[src/rtl/capture_ctrl_if.sv]
// Capture sequencer bus: acquisition controls in, RAMqueue write/status out.
interface capture_ctrl_if #(
    parameter int ADDR_W = 9
);
    logic              run;
    logic              wrt_smpl;
    logic              triggered;
    logic [ADDR_W-1:0] trig_pos;
    logic              we;
    logic [ADDR_W-1:0] waddr;
    logic              armed;
    logic              capture_done;
    logic [ADDR_W-1:0] trig_addr;

    modport master (
        output run, wrt_smpl, triggered, trig_pos,
        input  we, waddr, armed, capture_done, trig_addr
    );

    modport slave (
        input  run, wrt_smpl, triggered, trig_pos,
        output we, waddr, armed, capture_done, trig_addr
    );
endinterface

[src/rtl/capture_ctrl.sv]
// Capture sequencer: turns sample strobes into RAMqueue writes, enforces the
// pre-trigger fill, counts post-trigger samples and reports the oldest slot.
module capture_ctrl #(
    parameter int ENTRIES = 384,
    parameter int ADDR_W  = 9
) (
    input  logic          clk,
    input  logic          rst_n,
    capture_ctrl_if.slave bus
);
    localparam int                CNT_W = ADDR_W + 1;
    localparam logic [ADDR_W-1:0] LAST  = ADDR_W'(ENTRIES - 1);
    localparam logic [CNT_W-1:0]  FULL  = CNT_W'(ENTRIES);

    typedef enum logic [1:0] {IDLE, PRE, POST, DONE} state_t;

    state_t            r_state, w_state_nxt;
    logic [ADDR_W-1:0] r_wptr, r_post_cnt, r_tp, r_waddr, r_trig_addr;
    logic [CNT_W-1:0]  r_smpl_cnt;
    logic              r_we, r_armed, r_done;

    logic [ADDR_W-1:0] w_tp, w_wptr_inc, w_wptr_nxt;
    logic [CNT_W-1:0]  w_thr;
    logic              w_wr, w_go_done, w_go_post;

    assign w_tp       = (bus.trig_pos > LAST) ? LAST : bus.trig_pos;
    assign w_thr      = FULL - CNT_W'(w_tp);
    assign w_wptr_inc = (r_wptr == LAST) ? '0 : r_wptr + ADDR_W'(1);
    assign w_wptr_nxt = w_wr ? w_wptr_inc : r_wptr;

    always_ff @(posedge clk or negedge rst_n) begin
        if (!rst_n) r_state <= IDLE;
        else        r_state <= w_state_nxt;
    end

    // A trigger is taken on any armed cycle, strobe or not; a same-cycle write is pre-trigger.
    always_comb begin
        w_state_nxt = r_state;
        w_wr        = 1'b0;
        w_go_done   = 1'b0;
        w_go_post   = 1'b0;
        unique case (r_state)
            IDLE: if (bus.run) w_state_nxt = PRE;
            PRE: begin
                if (!bus.run) begin
                    w_state_nxt = IDLE;
                end else begin
                    w_wr = bus.wrt_smpl;
                    if (r_armed && bus.triggered) begin
                        if (w_tp == '0) begin
                            w_state_nxt = DONE;
                            w_go_done   = 1'b1;
                        end else begin
                            w_state_nxt = POST;
                            w_go_post   = 1'b1;
                        end
                    end
                end
            end
            POST: begin
                if (!bus.run) begin
                    w_state_nxt = IDLE;
                end else if (bus.wrt_smpl) begin
                    w_wr = 1'b1;
                    if (r_post_cnt + ADDR_W'(1) == r_tp) begin
                        w_state_nxt = DONE;
                        w_go_done   = 1'b1;
                    end
                end
            end
            DONE: if (!bus.run) w_state_nxt = IDLE;
            default: w_state_nxt = IDLE;
        endcase
    end

    always_ff @(posedge clk or negedge rst_n) begin
        if (!rst_n) begin
            r_wptr      <= '0;
            r_smpl_cnt  <= '0;
            r_post_cnt  <= '0;
            r_tp        <= '0;
            r_we        <= 1'b0;
            r_waddr     <= '0;
            r_armed     <= 1'b0;
            r_done      <= 1'b0;
            r_trig_addr <= '0;
        end else if (w_state_nxt == IDLE) begin
            r_wptr      <= '0;
            r_smpl_cnt  <= '0;
            r_post_cnt  <= '0;
            r_we        <= 1'b0;
            r_waddr     <= '0;
            r_armed     <= 1'b0;
            r_done      <= 1'b0;
            r_trig_addr <= '0;
        end else begin
            r_we <= w_wr;
            if (w_wr) begin
                r_waddr <= r_wptr;
                r_wptr  <= w_wptr_inc;
                if (r_smpl_cnt != FULL) r_smpl_cnt <= r_smpl_cnt + CNT_W'(1);
                if (r_state == POST)    r_post_cnt <= r_post_cnt + ADDR_W'(1);
            end
            // Fill check uses the count before this edge, so armed lags the write by one clk.
            if (r_state == PRE) r_armed <= (r_smpl_cnt >= w_thr);
            if (w_go_post) r_tp <= w_tp;
            if (w_go_done) begin
                r_done      <= 1'b1;
                r_trig_addr <= w_wptr_nxt;
            end
        end
    end

    assign bus.we           = r_we;
    assign bus.waddr        = r_waddr;
    assign bus.armed        = r_armed;
    assign bus.capture_done = r_done;
    assign bus.trig_addr    = r_trig_addr;
endmodule

[src/flat_wrapper.sv]
// flat-port wrapper written by rule: the top's interface ports become plain ports
module capture_ctrl_flat 
#(
    parameter int ENTRIES = 384,
    parameter int ADDR_W  = 9
)
  (clk, rst_n, bus_run, bus_wrt_smpl, bus_triggered, bus_trig_pos, bus_we, bus_waddr, bus_armed, bus_capture_done, bus_trig_addr);
  capture_ctrl_if #(.ADDR_W(ADDR_W)) bus_i ();
  input  logic clk;
  input  logic rst_n;
  input wire logic [$bits(bus_i.run)-1:0] bus_run;
  input wire logic [$bits(bus_i.wrt_smpl)-1:0] bus_wrt_smpl;
  input wire logic [$bits(bus_i.triggered)-1:0] bus_triggered;
  input wire logic [$bits(bus_i.trig_pos)-1:0] bus_trig_pos;
  output wire logic [$bits(bus_i.we)-1:0] bus_we;
  output wire logic [$bits(bus_i.waddr)-1:0] bus_waddr;
  output wire logic [$bits(bus_i.armed)-1:0] bus_armed;
  output wire logic [$bits(bus_i.capture_done)-1:0] bus_capture_done;
  output wire logic [$bits(bus_i.trig_addr)-1:0] bus_trig_addr;
  assign bus_i.run = bus_run;
  assign bus_i.wrt_smpl = bus_wrt_smpl;
  assign bus_i.triggered = bus_triggered;
  assign bus_i.trig_pos = bus_trig_pos;
  assign bus_we = bus_i.we;
  assign bus_waddr = bus_i.waddr;
  assign bus_armed = bus_i.armed;
  assign bus_capture_done = bus_i.capture_done;
  assign bus_trig_addr = bus_i.trig_addr;
  capture_ctrl #(.ENTRIES(ENTRIES), .ADDR_W(ADDR_W)) u_core (.clk(clk), .rst_n(rst_n), .bus(bus_i));
endmodule
[config.mk]
export PLATFORM = sky130hd
export DESIGN_NAME = capture_ctrl_flat
export DESIGN_NICKNAME = d
export VERILOG_FILES = /design/src/rtl/capture_ctrl_if.sv /design/src/rtl/capture_ctrl.sv /design/src/flat_wrapper.sv
export SDC_FILE = /design/constraint.sdc
export NUM_CORES = 1
export LEC_CHECK = 0
export ABC_AREA = 1
export CAP_MARGIN = 30
export CORE_MARGIN = 1.5
export CORE_UTILIZATION = 45
export CTS_CLUSTER_DIAMETER = 150
export CTS_CLUSTER_SIZE = 16
export DETAILED_ROUTE_END_ITERATION = 6
export PLACE_DENSITY = 0.68
export SETUP_SLACK_MARGIN = 0.3
export SLEW_MARGIN = 5
export SYNTH_ARGS = -nofsm -noshare
export SYNTH_HDL_FRONTEND = slang
export SYNTH_SLANG_ARGS = --single-unit
[constraint.sdc]
create_clock -name clk -period 6.5 [get_ports clk]
set_input_delay 1.3 -clock clk [delete_from_list [all_inputs] [get_ports clk]]
set_output_delay 1.3 -clock clk [all_outputs]
set_load 0.02 [all_outputs]
Yosys cells after proc, flatten, opt, wreduce, memory -nomap -nowiden

Index checks and enable logic that the tools add are counted.

Add/subtract/negate cells: 4
Multiply operators: 0
Divide/modulo/power cells: 0
Magnitude comparators: 2
Equality and inequality tests: 6
Shifts and indexed selects: 0
Multiplexer cells: 43
Bitwise operators: 1
Reductions and logical operators: 12

Operators with widths:

| kind                                                                   | count |
|---|---|
| 9-bit two-way mux                                                      | 11 |
| 10-bit two-way mux                                                     | 3 |
| 1-bit two-way mux                                                      | 19 |
| 9-bit by 1-bit adder with 9-bit output (second input constant)         | 2 |
| 2-bit two-way mux                                                      | 7 |
| 10-bit by 1-bit adder with 10-bit output (second input constant)       | 1 |
| 10-bit greater-or-equal comparator                                     | 1 |
| 10-bit by 9-bit != test with 1-bit output (second input constant)      | 1 |
| 2-bit nonzero test                                                     | 5 |
| 9-bit by 9-bit subtractor with 10-bit output (first input constant)    | 1 |
| 9-bit equality test                                                    | 1 |
| 9-bit equality test (second input constant)                            | 1 |
| 9-bit greater-than comparator (second input constant)                  | 1 |
| 9-bit logical NOT                                                      | 1 |
| 2-bit case mux with 4 select lines                                     | 1 |
| 2-bit AND reduction                                                    | 3 |
| 2-bit equality test (second input constant)                            | 2 |
| 2-bit logical NOT                                                      | 2 |
| 1-bit case mux with 2 select lines                                     | 2 |
| 2-bit by 1-bit equality test with 1-bit output (second input constant) | 1 |
| 1-bit logical AND                                                      | 1 |
| 1-bit NOT                                                              | 1 |

Flip-flop bits (word level): 60
Latch bits: 0
Memory bits (writable): 0
Memory bits (read-only): 0
Bits of input ports: 14
Output and inout port bits: 21
Word-level logic and storage cells: 78
Memories: 0

Longest topological paths before layout

Word-level depth: 10
Gate-level depth with buffers: 21
Gate-level depth less buffers: 19

Worst setup path before layout

No wires, ideal clock.

Path kind: input-to-reg
Start: input bus_trig_pos[8]
End: register u_core.r_armed, in the netlist u_core.bus.armed
Setup time: 65 ps
Arrival time: 3391 ps
Required time: 6435 ps
Slack: 3044 ps
Stages: 14
Buffers on the path: 0
Path through: nand2_2 > inv_2 > nor2_1 > inv_1 > nor3_1 > nand3_1 > nor3_1 > xnor2_1 > ha_1 > nand2_1 > or4_1 > o2111ai_1 > nand3_1 > nand2_1

Elaborated cells between the ends (all ways): 13
Classes of those cells: add/sub: 1; order compare: 2; mux: 7; reduce/logical: 3

RTL lines:

| element                                      | RTL line            | RTL |
|---|---|---|
| from (decl)                                  | flat_wrapper.sv:14  | `input wire logic [$bits(bus_i.trig_pos)-1:0] bus_trig_pos;` |
| 9-bit greater-than comparator                | capture_ctrl.sv:26  | `assign w_tp = (bus.trig_pos > LAST) ? LAST : bus.trig_pos;` |
| 9-bit two-way mux                            | capture_ctrl.sv:26  |  |
| 9-bit by 9-bit subtractor with 10-bit output | capture_ctrl.sv:27  | `assign w_thr = FULL - CNT_W'(w_tp);` |
| via u_core.w_thr[0]                          | capture_ctrl.sv:23  | `logic [CNT_W-1:0] w_thr;` |
| 10-bit greater-or-equal comparator           | capture_ctrl.sv:105 | `if (r_state == PRE) r_armed <= (r_smpl_cnt >= w_thr);` |
| 1-bit two-way mux                            | capture_ctrl.sv:105 |  |
| 1-bit two-way mux                            | capture_ctrl.sv:87  | `end else if (w_state_nxt == IDLE) begin` |
| to (signal assigned)                         | capture_ctrl.sv:105 |  |
| to (decl)                                    | capture_ctrl.sv:20  | `logic r_we, r_armed, r_done;` |

The timed path passes the listed nets, and every way through them passes these cells. The select of a mux whose other input is x is not followed.
A chain may end at the register's enable or synchronous reset.

Worst setup path in the final report

Start: input bus_trig_pos[8]
End: register u_core.r_waddr[2], in the netlist u_core.bus.waddr[2]

Longest elaborated chain between the ends: 9
Elaborated cells between the ends (all ways): 10
Classes of those cells: order compare: 1; mux: 6; reduce/logical: 3

RTL lines:

| element                                                 | RTL line           | RTL |
|---|---|---|
| 9-bit greater-than comparator                           | capture_ctrl.sv:26 |  |
| 9-bit two-way mux (*)                                   | capture_ctrl.sv:26 |  |
| 9-bit logical NOT (*)                                   | capture_ctrl.sv:50 | `if (w_tp == '0) begin` |
| 1-bit two-way mux (*)                                   | capture_ctrl.sv:50 |  |
| 2-bit two-way mux (*)                                   | capture_ctrl.sv:49 | `if (r_armed && bus.triggered) begin` |
| 2-bit two-way mux (*)                                   | capture_ctrl.sv:45 | `if (!bus.run) begin` |
| 2-bit case mux with 4 select lines (*)                  | capture_ctrl.sv:42 | `unique case (r_state)` |
| 2-bit logical NOT (*)                                   | capture_ctrl.sv:87 |  |
| 9-bit two-way mux or 2-bit nonzero test (tied branches) | --                 |  |
| to (signal assigned)                                    | capture_ctrl.sv:99 | `r_waddr <= r_wptr;` |
| to (decl)                                               | capture_ctrl.sv:18 | `logic [ADDR_W-1:0] r_wptr, r_post_cnt, r_tp, r_waddr, r_trig_addr;` |

Every way passes the cells marked *; elsewhere a longest branch is shown, timed or not.

==> flow_metrics.env <==
export IMPL_port_buffers=34
export IMPL_path_cells="clkdlybuf4s50_1 > nand2_2 > inv_2 > nor2_1 > ha_1 > nand2_1 > nor2_2 > nand2_1 > nor2_1 > nand3_1 > nand2_1 > a21oi_1 > nand2_1 > nand2_1 > nand3_2 > buf_4 > nand3_1 > nand2_1"
export IMPL_crit_path_max_fanout=60
export IMPL_synth_edf_count=0
export IMPL_outcome="finished, final reports clean"
export IMPL_gp_congestion=0.874
export IMPL_drt_iter0_drc=214
export IMPL_cts_made_buffers=9
export IMPL_tns_ns=0
export IMPL_cts_root_buf="clkbuf_8"
export IMPL_cts_hold_buf=0
export IMPL_grt_pass1_wl_um=13500
export IMPL_grt_pass1_vias=2913
export IMPL_layout_commonest_cell="nand2_1"
export IMPL_synth_net_count=554
export IMPL_crit_arrival_ns=4.23
export IMPL_maxCapViolations=0
export IMPL_synth_cells=521
export IMPL_p_leak_uw=0.00240
export IMPL_rsz0062_at_grt="false"
export IMPL_grt_max_degree=61
export IMPL_dieArea_um2=8940
export IMPL_drive_above_1_share_pct=7.68
export IMPL_reg2reg_slack_ns=3.39
export IMPL_cp_top_family="simple AND/OR/NAND/NOR gates"
export IMPL_netlist_area_um2=3770
export IMPL_fmax_mhz=253
export IMPL_synth_distinct_cells=36
export IMPL_antenna_found_initial=0
export IMPL_wl_per_cell_um=11.8
export IMPL_htreeDepth=3
export IMPL_grt_overflow=0
export IMPL_start_kind="input pin"
export IMPL_synth_top_area_share_pct=39.8
export IMPL_postCtsSetupRepairBufs=0
export IMPL_drtPass1Iterations=4
export IMPL_holdCritPathClass="reg -> reg"
export IMPL_antenna_cells=0
export IMPL_tightest_slew_ns=0.753
export IMPL_dr_total_vias=3261
export IMPL_slew_violations=0
export IMPL_min_period_over_period_pct=60.8
export IMPL_syn2layout_area_growth_pct=17.0
export IMPL_irDropWorstVdd_uv=140
export IMPL_clockBufferDepth=2
export IMPL_core_area_um2=8180
export IMPL_ys_seq_elements=60
export IMPL_place_hpwl_um=5840
export IMPL_die_h_um=94.6
export IMPL_clk_pin_slew_ns=0.07
export IMPL_clock_sinks=60
export IMPL_cts_resized_gates=0
export IMPL_cts_tree="done"
export IMPL_fin_skew_ns=0.00999
export IMPL_max_slew_margin_pct=49.8
export IMPL_track_usage_pct=19.4
export IMPL_layout_common_cells="nand2_1, inv_1, nand3_1, dfrtp_1, clkdlybuf4s50_1"
export IMPL_cp_slowest_cell="buf_4"
export IMPL_nets=588
export IMPL_ys_seq_area_share_pct=39.8
export IMPL_synthTopCellsByArea="dfrtp_1, nand2_1, inv_1, nand3_1, ha_1"
export IMPL_worst_ep_required_time_ns=6.78
export IMPL_die_w_um=94.6
export IMPL_yosysWarnings=0
export IMPL_period_minus_slack_ns=3.95
export IMPL_initial_utilization_pct=46.2
export IMPL_power_density_nw_per_um2=248
export IMPL_finalPower_uw=1090
export IMPL_drt_wl_total_um=7880
export IMPL_hold_worst_slack_ns=0.503
export IMPL_critPathKind="in -> reg"
export IMPL_clkLatencyLatePin_ns=0.34
export IMPL_pin_count=35
export IMPL_setup_violations=0
export IMPL_cp_end_kind="register"
export IMPL_synth_ff_type="dfrtp_1"
export IMPL_via_per_inst=4.90
export IMPL_ys_async_sr_fraction_pct=100
export IMPL_crit_path_frequent_cell="nand2_1"
export IMPL_critical_path_n_buffers_inverters=3
export IMPL_rows=33
export IMPL_ant_nets=0
export IMPL_finalHoldViolations=0
export IMPL_yosysTopAreaCell="dfrtp_1"
export IMPL_cpPeakStageDelay_ns=0.51
export IMPL_synth_area_per_cell_um2=7.24
export IMPL_drc=0
[routing by layer]
| layer | vias up | global-route usage (%) | wire length (µm) |
|---|---|---|---|
| met5 | - | 0 | 0 |
| met3 | 13 | 5.07 | 301 |
| li1 | 1717 | - | - |
| met2 | 59 | 31.1 | 3680 |
| met1 | 1472 | 25.4 | 3750 |
| met4 | 0 | 6.97 | 146 |
[logic make-up (layout without fill, tap and decap cells)]
logic type      count (synthesis)  count (layout)  share of synthesized area, %
simple gates                  272             272                          32.2
buf+inv                       107             146                          11.7
flops                          60              60                          39.8
compound gates                 51              51                          7.36
fa+ha+maj                      19              19                          6.30
xor+xnor                       10              10                          2.32
other cells                     1               1                        0.0994
mux                             1               1                         0.265
[flip-flops by register name, summed over array words and instances, names as in the netlist]
| register | count |
|---|---|
| u_core.bus.waddr | 9 |
| u_core.bus.we | 1 |
| u_core.r_smpl_cnt | 10 |
| u_core.bus.trig_addr | 9 |
| u_core.r_tp | 9 |
| u_core.r_post_cnt | 9 |
| u_core.r_state | 2 |
| u_core.bus.capture_done | 1 |
| u_core.bus.armed | 1 |
| u_core.r_wptr | 9 |
[synthesized netlist by cell type, types with 2 or more instances]
master	count
nand2_1	149
nand3_1	60
inv_1	88
o21ai_0	26
o21ai_1	2
nor3_1	9
buf_2	5
or2_2	4
clkbuf_1	4
o21a_1	2
nor2_1	28
buf_6	3
nand3_2	8
inv_2	6
dfrtp_1	60
xor2_1	7
xnor2_1	3
nand4_1	4
a31oi_1	4
ha_1	19
nor2_2	2
nor4_1	2
a21oi_1	13
[power by group]
group	switching, µW	leakage, µW	internal [µW]
Clock	151	0.000122	265
Sequential	21.1	0.000814	397
Combinational	185	0.00146	73.6
Total	357	0.00240	736
[worst reg2reg max path, cell delays in order, from the launching register on]
cell,delay (ns)
dfrtp_1,0.42
inv_1,0.11
ha_1,0.32
nand3_1,0.52
inv_1,0.58
nand2_1,0.19
inv_1,0.29
nand3_1,0.17
nor2_1,0.16
xor2_1,0.16
nand2_1,0.06
inv_1,0.07
[stage by stage]
step	area (µm²)	util (%)	instances	worst slack [ns]
6_report	4420	54.0	665	2.55
5_1_grt	4420	54.0	665	2.27
4_1_cts	4420	54.0	665	2.55
3_5_place_dp	4170	51.0	649	2.21
3_3_place_gp	4170	51.0	649	2.24
2_1_floorplan	3770	-	521	3.04
[path summary, 6_finish.rpt]
| path | endpoint | from | depth (start not counted) |
|---|---|---|---|
| worst max-delay path | u_core.bus.waddr[2]$_DFFE_PN0P_ | bus_trig_pos[8] | 18 |
| worst min-delay path | u_core.bus.waddr[5]$_DFFE_PN0P_ | u_core.bus.waddr[5]$_DFFE_PN0P_ | 2 |
| worst max register to register | u_core.r_smpl_cnt[8]$_DFFE_PN0P_ | u_core.r_state[1]$_DFF_PN0_ | 11 |
| worst min register to register | u_core.bus.waddr[5]$_DFFE_PN0P_ | u_core.bus.waddr[5]$_DFFE_PN0P_ | 2 |
| max in group asynchronous | u_core.r_wptr[1]$_DFF_PN0_ | rst_n | 2 |
| min in group asynchronous | u_core.r_post_cnt[3]$_DFFE_PN0P_ | rst_n | 2 |
[cell type report]
class / instances / area (µm²)
fill: 797 / 3760
multi-input combinational: 354 / 1830
sequential: 60 / 1500
inverter: 94 / 353
timing repair buffer: 36 / 350
clock buffer: 10 / 138
tap: 105 / 131
clock inverter: 6 / 111
Note: power is estimated with default switching activity, not from simulation.
